$ cat src/rtl/dvp_pattern_gen.sv
// DVP camera-stream source: vsync/href/byte bus with selectable test patterns.
// Drives format_converter during bring-up when no sensor is attached.
module dvp_pattern_gen #(
    parameter int H_ACT   = 640,
    parameter int V_ACT   = 480,
    parameter int BPP     = 2,
    parameter int H_BLANK = 100,
    parameter int VS_PRE  = 10,
    parameter int VS_W    = 10,
    parameter int V_BP    = 100
) (
    input  logic        clk,
    input  logic        rst_n,
    input  logic        start,
    input  logic        stop,
    input  logic [1:0]  mode,
    input  logic [7:0]  num_frames,
    input  logic [15:0] const_color,
    output logic        vsync,
    output logic        href,
    output logic [7:0]  din,
    output logic        busy,
    output logic        frame_done
);

    localparam int LBYTES = H_ACT * BPP;
    localparam int MAX1   = (LBYTES > H_BLANK) ? LBYTES : H_BLANK;
    localparam int MAX2   = (MAX1 > VS_PRE) ? MAX1 : VS_PRE;
    localparam int MAX3   = (MAX2 > VS_W) ? MAX2 : VS_W;
    localparam int CMAX   = (MAX3 > V_BP) ? MAX3 : V_BP;
    localparam int CNT_W  = $clog2(CMAX + 1);
    localparam int LN_W   = (V_ACT > 1) ? $clog2(V_ACT) : 1;
    localparam int BAR_W  = (H_ACT >= 8) ? (H_ACT / 8) : 1;
    localparam logic [15:0] BAR_WL = 16'(BAR_W);

    typedef enum logic [2:0] {
        S_IDLE,
        S_VS_PRE,
        S_VS_HI,
        S_VS_BP,
        S_LINE,
        S_HBLK,
        S_FEND
    } state_t;

    state_t           r_state;
    logic [CNT_W-1:0] r_cnt;
    logic [LN_W-1:0]  r_line;
    logic [7:0]       r_ctr;
    logic [1:0]       r_mode;
    logic [7:0]       r_num;
    logic [15:0]      r_color;
    logic [7:0]       r_fcnt;
    logic             r_stop;

    logic [15:0] w_idx;
    logic [15:0] w_x;
    logic [15:0] w_y;
    logic        w_lo;
    logic [15:0] w_bar;
    logic [2:0]  w_bar_c;
    logic [15:0] w_bar_px;
    logic [15:0] w_chk;
    logic [15:0] w_pix;
    logic [7:0]  w_byte;
    logic        w_last_frame;

    // Coordinates of the byte presented on the cycle after this edge.
    always_comb begin
        w_idx = (r_state == S_LINE) ? (16'(r_cnt) + 16'd1) : 16'd0;
        w_y   = (r_state == S_HBLK) ? (16'(r_line) + 16'd1) : 16'(r_line);
        w_x   = (BPP == 2) ? (w_idx >> 1) : w_idx;
        w_lo  = (BPP == 2) ? w_idx[0] : 1'b0;
    end

    always_comb begin
        w_bar   = w_x / BAR_WL;
        w_bar_c = (w_bar > 16'd7) ? 3'd7 : w_bar[2:0];
        case (w_bar_c)
            3'd0:    w_bar_px = 16'hFFFF;
            3'd1:    w_bar_px = 16'hFFE0;
            3'd2:    w_bar_px = 16'h07FF;
            3'd3:    w_bar_px = 16'h07E0;
            3'd4:    w_bar_px = 16'hF81F;
            3'd5:    w_bar_px = 16'hF800;
            3'd6:    w_bar_px = 16'h001F;
            default: w_bar_px = 16'h0000;
        endcase
    end

    always_comb begin
        w_chk = ((w_x >> 4) ^ (w_y >> 4)) & 16'd1;
        case (r_mode)
            2'd1:    w_pix = w_bar_px;
            2'd2:    w_pix = (w_chk != 16'd0) ? 16'h0000 : 16'hFFFF;
            2'd3:    w_pix = r_color;
            default: w_pix = 16'h0000;
        endcase
        if (r_mode == 2'd0) begin
            w_byte = r_ctr;
        end else begin
            w_byte = w_lo ? w_pix[7:0] : w_pix[15:8];
        end
    end

    assign w_last_frame = r_stop || stop ||
                          ((r_num != 8'd0) && ((r_fcnt + 8'd1) == r_num));

    always_ff @(posedge clk) begin
        if (!rst_n) begin
            r_state    <= S_IDLE;
            r_cnt      <= '0;
            r_line     <= '0;
            r_ctr      <= 8'd0;
            r_mode     <= 2'd0;
            r_num      <= 8'd0;
            r_color    <= 16'd0;
            r_fcnt     <= 8'd0;
            r_stop     <= 1'b0;
            vsync      <= 1'b0;
            href       <= 1'b0;
            din        <= 8'd0;
            busy       <= 1'b0;
            frame_done <= 1'b0;
        end else begin
            frame_done <= 1'b0;
            if (stop && (r_state != S_IDLE)) begin
                r_stop <= 1'b1;
            end
            case (r_state)
                S_IDLE: begin
                    if (start) begin
                        r_state <= S_VS_PRE;
                        r_cnt   <= '0;
                        r_fcnt  <= 8'd0;
                        busy    <= 1'b1;
                    end
                end
                S_VS_PRE: begin
                    if (r_cnt == CNT_W'(VS_PRE - 1)) begin
                        r_state <= S_VS_HI;
                        r_cnt   <= '0;
                        vsync   <= 1'b1;
                        r_mode  <= mode;
                        r_num   <= num_frames;
                        r_color <= const_color;
                        r_line  <= '0;
                        r_ctr   <= 8'd0;
                    end else begin
                        r_cnt <= r_cnt + 1'b1;
                    end
                end
                S_VS_HI: begin
                    if (r_cnt == CNT_W'(VS_W - 1)) begin
                        r_state <= S_VS_BP;
                        r_cnt   <= '0;
                        vsync   <= 1'b0;
                    end else begin
                        r_cnt <= r_cnt + 1'b1;
                    end
                end
                S_VS_BP: begin
                    if (r_cnt == CNT_W'(V_BP - 1)) begin
                        r_state <= S_LINE;
                        r_cnt   <= '0;
                        href    <= 1'b1;
                        din     <= w_byte;
                        r_ctr   <= r_ctr + 8'd1;
                    end else begin
                        r_cnt <= r_cnt + 1'b1;
                    end
                end
                S_LINE: begin
                    if (r_cnt == CNT_W'(LBYTES - 1)) begin
                        r_state <= S_HBLK;
                        r_cnt   <= '0;
                        href    <= 1'b0;
                        din     <= 8'd0;
                    end else begin
                        r_cnt <= r_cnt + 1'b1;
                        din   <= w_byte;
                        r_ctr <= r_ctr + 8'd1;
                    end
                end
                S_HBLK: begin
                    if (r_cnt == CNT_W'(H_BLANK - 1)) begin
                        r_cnt <= '0;
                        if (r_line == LN_W'(V_ACT - 1)) begin
                            r_state    <= S_FEND;
                            frame_done <= 1'b1;
                        end else begin
                            r_state <= S_LINE;
                            r_line  <= r_line + 1'b1;
                            href    <= 1'b1;
                            din     <= w_byte;
                            r_ctr   <= r_ctr + 8'd1;
                        end
                    end else begin
                        r_cnt <= r_cnt + 1'b1;
                    end
                end
                S_FEND: begin
                    r_ctr  <= 8'd0;
                    r_line <= '0;
                    r_cnt  <= '0;
                    r_fcnt <= r_fcnt + 8'd1;
                    if (w_last_frame) begin
                        r_state <= S_IDLE;
                        busy    <= 1'b0;
                        r_stop  <= 1'b0;
                    end else begin
                        r_state <= S_VS_PRE;
                    end
                end
                default: begin
                    r_state <= S_IDLE;
                    busy    <= 1'b0;
                end
            endcase
        end
    end

endmodule
$ cat config.mk
export PLATFORM = sky130hd
export DESIGN_NAME = dvp_pattern_gen
export DESIGN_NICKNAME = d
export VERILOG_FILES = /design/src/rtl/dvp_pattern_gen.sv
export SDC_FILE = /design/constraint.sdc
export NUM_CORES = 1
export LEC_CHECK = 0
export CAP_MARGIN = 30
export CORE_ASPECT_RATIO = 0.9
export CORE_MARGIN = 5
export CORE_UTILIZATION = 35
export CTS_CLUSTER_SIZE = 40
export DETAILED_ROUTE_END_ITERATION = 10
export PLACE_DENSITY = 0.64
export SYNTH_ARGS = -nofsm -noshare
export SYNTH_HDL_FRONTEND = slang
export SYNTH_SLANG_ARGS = --single-unit
$ cat constraint.sdc
create_clock -name clk -period 3.21 [get_ports clk]
set_clock_uncertainty 0.1 [all_clocks]
set_input_delay 0.642 -clock clk [delete_from_list [all_inputs] [get_ports clk]]
set_output_delay 0.642 -clock clk [all_outputs]
set_load 0.1 [all_outputs]
* Word level (Yosys, flattened, before mapping)
Cells that the tools add are included. W data, S select, Z words.
Word-level totals: register bits after elaboration 78, output and inout bits 12
Cells by class: add/subtract/negate cells 6, divide/modulo/power cells 1, order comparisons 1, equality and inequality tests 29, muxes and demuxes 54, bitwise operators 2, reduce and logical (&&, ||, !) cells 29
Operator list (count):
- $pmux W16 S7 | 1
- $mux W8 | 12
- $pmux W11 S5 | 1
- $pmux W16 S3 | 1
- $mux W11 | 4
- $pmux W8 S5 | 1
- $mux W9 | 3
- $pmux W9 S3 | 1
- $pmux W8 S3 | 1
- $mux W3 | 7
- $pmux W3 S7 | 1
- $eq A3 B3 Y1 const B | 6
- $add A8 B1 Y8 const B | 2
- $div A15 B7 Y16 const B | 1
- $gt A16 B3 Y1 const B | 1
- $mux W16 | 1
- $pmux W8 S2 | 1
- $ne A2 B2 Y1 const B | 7
- $mux W1 | 13
- $add A11 B1 Y12 const B | 1
- $eq A3 B2 Y1 const B | 4
- $mux W12 | 1
- $reduce_and A6 Y1 | 2
- $add A11 B1 Y11 const B | 1
- other kinds (31) | 48

* Longest topological paths before layout
depth after elaboration 13, gate-level depth with buffers 11, mapped depth without buffers 10

* Least setup slack after synthesis
No wires, ideal clock.
path kind register to register, from register r_cnt[0], to register din[0], library setup time 79 ps, arrival time 2467 ps, data required time 3031 ps, setup slack 565 ps, stages on the path, launching flop included 11, buffers on the path 1, period minus slack after synthesis 2645 ps, cell sequence dfxtp_1 > ha_1 > nand3_1 > buf_2 > nor4_1 > or3_4 > a22oi_2 > maj3_2 > a2111oi_4 > o21ai_1 > o211ai_1
On the way: longest elaborated chain between the ends 13
Ends and longest elaborated chain:
- from (decl) | RTL line 47 | logic [CNT_W-1:0] r_cnt;
- from (signal assigned) | RTL line 150 | r_cnt <= r_cnt + 1'b1;
- from (signal assigned) | RTL line 159 | r_cnt <= r_cnt + 1'b1;
- from (signal assigned) | RTL line 170 | r_cnt <= r_cnt + 1'b1;
- $add A11 B1 Y12 | RTL line 70 | w_idx = (r_state == S_LINE) ? (16'(r_cnt) + 16'd1) : 16'd0;
- $mux W12 | RTL line 70
- $div A15 B7 Y16 | RTL line 77 | w_bar = w_x / BAR_WL;
- $gt A16 B3 Y1 | RTL line 78 | w_bar_c = (w_bar > 16'd7) ? 3'd7 : w_bar[2:0];
- $mux W3 | RTL line 78
- $eq A3 B3 Y1, or another cell as far along | RTL line 79 | case (w_bar_c)
- $pmux W16 S7 | RTL line 79
- $pmux W16 S3 | RTL line 93 | case (r_mode)
- $mux W8 | RTL line 102 | w_byte = w_lo ? w_pix[7:0] : w_pix[15:8];
- $mux W8 | RTL line 99 | if (r_mode == 2'd0) begin
- $mux W8 | RTL line 188 | if (r_line == LN_W'(V_ACT - 1)) begin
- $mux W8 | RTL line 186 | if (r_cnt == CNT_W'(H_BLANK - 1)) begin
- $pmux W8 S3 | RTL line 130 | case (r_state)
- to (signal assigned) | RTL line 167 | din <= w_byte;
- to (signal assigned) | RTL line 181 | din <= w_byte;
- to (signal assigned) | RTL line 195 | din <= w_byte;
- to (decl) | RTL line 21 | output logic [7:0] din,
Several ways; a longest one is shown, not always the timed one. The select of a mux whose other input is x is not followed. A chain may end at the register's enable or synchronous reset.

* Worst setup path in the final report
from register r_cnt[0], to register din[2]
The elaborated chain is that of the path after synthesis.

==> impl_metrics.json <==
{
  "status": "completed",
  "postCtsHoldBufs": 0,
  "drtAntennaViolNets": 0,
  "p_switching_uw": 506,
  "grt_pass1_vias": 4231,
  "synth_cell_type_count": 72,
  "cts.sinks": 78,
  "start_kind": "flip-flop",
  "endpoint_kind": "flip-flop",
  "fin_setup_tns_ns": 0,
  "path_clk_slew_ns": 0.06,
  "start_util": 0.358,
  "worstHoldEndpoint": "r_color[7]",
  "reg2reg_setup_slack_ns": 0.22,
  "swShare": 0.235,
  "ys_seq_area_frac": 0.344,
  "fmax_ghz": 0.335,
  "postSynthNetCount": 626,
  "clkPwrFrac": 0.483,
  "cap_violations": 0,
  "first_iter_violations": 421,
  "hold_depth": 2,
  "finalNonFillerCells": 798,
  "p_comb_frac": 0.059,
  "post_cts_buffers": 0,
  "vias": 4463,
  "grtUsageTotal": 0.160,
  "drv_slew": 0,
  "gp_congestion": 0.914,
  "cts_tree": "built",
  "dr.pass1.iters": 6,
  "cts_root_buf": "clkbuf_16",
  "synth_top_flop_cell": "dfxtp_1",
  "critPathKind": "flip-flop to flip-flop",
  "synth_edf_count": 0,
  "worstMarginPinSlew_ns": 0.703,
  "hold_class": "flip-flop to flip-flop",
  "grt_max_degree": 35,
  "area_growth_pct": 20.2,
  "period_share": 0.930,
  "io-pin-count": 42,
  "fin_crit_ns": 2.99,
  "antenna_found_initial": 0,
  "slew_headroom": 0.529,
  "rsz0062_at_grt": "false",
  "p_leak_uw": 0.00182,
  "ys_warn_count": 0,
  "avgRoutedWirePerCell_um": 15.0,
  "die_x_um": 130,
  "post-route-util": 0.430,
  "grt_pass1_wl_um": 20300,
  "p_seq_frac": 0.458,
  "p_per_area_nw_per_um2": 395,
  "timing.rr.end": "din[2]",
  "core_um2": 12700,
  "row_count": 39,
  "dpl.cell_count": 782,
  "finalPower_uw": 2150,
  "post_dp_cell_area_um2": 5140,
  "seq_area_um2": 1560,
  "synth_area_um2": 4540,
  "regToRegStartpoint": "r_cnt[0]",
  "cp.required_ns": 3.38,
  "vias_per_cell": 5.59,
  "port_buffers": 41,
  "async_flop_share": 0,
  "drt_wl_total_um": 12000,
  "reg2regPathDepth": 10,
  "timing.final.hold_violations": 0,
  "die_area_um2": 15300,
  "antennaDiodeCount": 0,
  "finalInstanceArea_um2": 5450,
  "nFillCells": 1272,
  "multi_input_area_um2": 2810,
  "htree_num_levels": 3,
  "die_y_um": 118,
  "synth_seq_cells": 78,
  "drive_gt1_frac": 0.121,
  "setup_viol": 0,
  "syn_avg_cell_area_um2": 7.68,
  "cts_buffers": 9,
  "ir_drop_mv": 0.299,
  "insertion_delay_ns": 0.34,
  "grt_overflow_total": 0,
  "drc": 0,
  "postSynthCellCount": 591,
  "min_from": "r_color[7]",
  "internal_power_uw": 1650,
  "clockBufferDepth": 2,
  "fin_nets": 664,
  "hpwl_um": 8900,
  "cp_max_fo": 11,
  "worst_ep_arrival_time_ns": 3.15
}
[worst max-delay path by stage]
stage	start	endpoint	slack, ns	cells past startpoint
after floorplan	r_cnt[0]	din[0]	0.56	10
after global placement	r_cnt[0]	din[1]	0.37	10
after detailed placement	r_cnt[0]	din[1]	0.27	10
after CTS	r_cnt[0]	din[1]	0.25	10
after global routing	r_cnt[0]	din[1]	0.03	10
final	r_cnt[0]	din[2]	0.22	10
[synthesized netlist by cell type, types with 4 or more instances]
master	number	area, um2
nand2_1	86	323
dfxtp_1	78	1560
a21oi_1	70	350
nor2_1	63	236
o21ai_0	28	140
clkbuf_1	24	90.1
xnor2_1	18	158
nand3_1	14	70.1
xor2_1	13	114
nor3_1	12	60.1
a31oi_1	11	68.8
and3_1	10	62.6
nand4_1	10	62.6
buf_2	9	45.0
nor4_1	9	56.3
and2_1	8	50.1
o211ai_1	8	60.1
o21ai_1	8	40.0
inv_1	7	26.3
o21a_1	7	52.6
ha_1	5	62.6
nand2b_1	5	31.3
nor2b_1	5	31.3
or3_1	5	31.3
a311o_1	4	40.0
[timing repair]
item	CTS	global route
endpoints found under the hold margin	0	0
gates resized for setup	0	2
endpoints found under the setup margin	0	3
[layout make-up]
class                           count  share of cell area
Timing Repair Buffer               63               0.100
Clock inverter                      7              0.0147
Multi-Input combinational cell    469               0.515
Inverter                            8             0.00551
Clock buffer                        9              0.0413
Tap cell                          164              0.0376
Sequential cell                    78               0.286
[logic make-up (layout without fill, tap and decap cells)]
logic type               after synthesis  after routing  share of synthesized area
buffers and inverters                 44             87                     0.0389
multiplexers                           2              2                    0.00441
AND/OR/NAND/NOR                      256            256                      0.285
flip-flops                            78             78                      0.344
XOR/XNOR                              31             31                     0.0598
AO/OA/AOI/OAI                        174            174                      0.251
adder cells (fa/ha/maj)                6              6                     0.0163
[worst max-delay path, cell delays in order (launching register included)]
cell and delay [ns]:
dfxtp_1 0.48, ha_1 0.30, nand3_1 0.13, buf_4 0.21, nor4_1 0.39, or3_4 0.22
a22oi_2 0.09, maj3_2 0.36, a2111oi_4 0.41, o21ai_1 0.12, o211ai_1 0.10
[cell usage in the layout (no fill, tap or decap), types with 3 or more instances in the layout]
cell type	synthesis	routed
nand2_1	86	86
dfxtp_1	78	78
a21oi_1	70	70
nor2_1	63	63
buf_4	0	34
clkdlybuf4s50_1	0	29
o21ai_0	28	28
xnor2_1	18	18
nand3_1	14	14
xor2_1	13	13
nor3_1	12	12
a31oi_1	11	11
nand4_1	10	10
and3_1	10	10
nor4_1	9	9
clkbuf_16	0	9
o21ai_1	8	8
o211ai_1	8	8
and2_1	8	8
inv_1	7	7
o21a_1	7	6
nor2b_1	5	5
nand2b_1	5	5
or3_1	5	5
ha_1	5	5
a311o_1	4	4
nand4b_1	3	3
or2_2	3	3
and4_1	3	3
or3_4	3	3
a22oi_1	3	3
nor3b_1	3	3
a21o_1	3	3
[power groups by stage]
| stage | clock network [uW] | registers, uW | logic (uW) |
|---|---|---|---|
| global placement | 0 | 1010 | 124 |
| floorplan | 0 | 1010 | 62.7 |
| CTS | 1070 | 984 | 127 |
| global route | 1110 | 985 | 140 |
| detailed placement | 0 | 1010 | 126 |
| finish | 1040 | 985 | 127 |
[registers in the layout, summed over array words and instances, names as in the netlist]
register	cells
din	8
r_cnt	11
frame_done	1
r_mode	2
busy	1
r_num	8
r_ctr	8
href	1
r_color	16
r_stop	1
r_state	3
r_line	9
r_fcnt	8
vsync	1
[routing by layer]
metal	vias up	global-route usage	wire [um]
li1	2214	-	-
met5	-	0	0
met2	124	0.246	5400
met4	0	0.0597	262
met1	2103	0.216	5670
met3	22	0.0395	667
[through the flow]
stage | hold WS (ns) | setup WS, ns
floorplan | 0.332 | 0.565
global placement | 0.348 | 0.370
CTS | 0.361 | 0.247
detailed placement | 0.352 | 0.271
finish | 0.357 | 0.225
global route | 0.381 | 0.0288
Power figures use the tool's default switching activity.
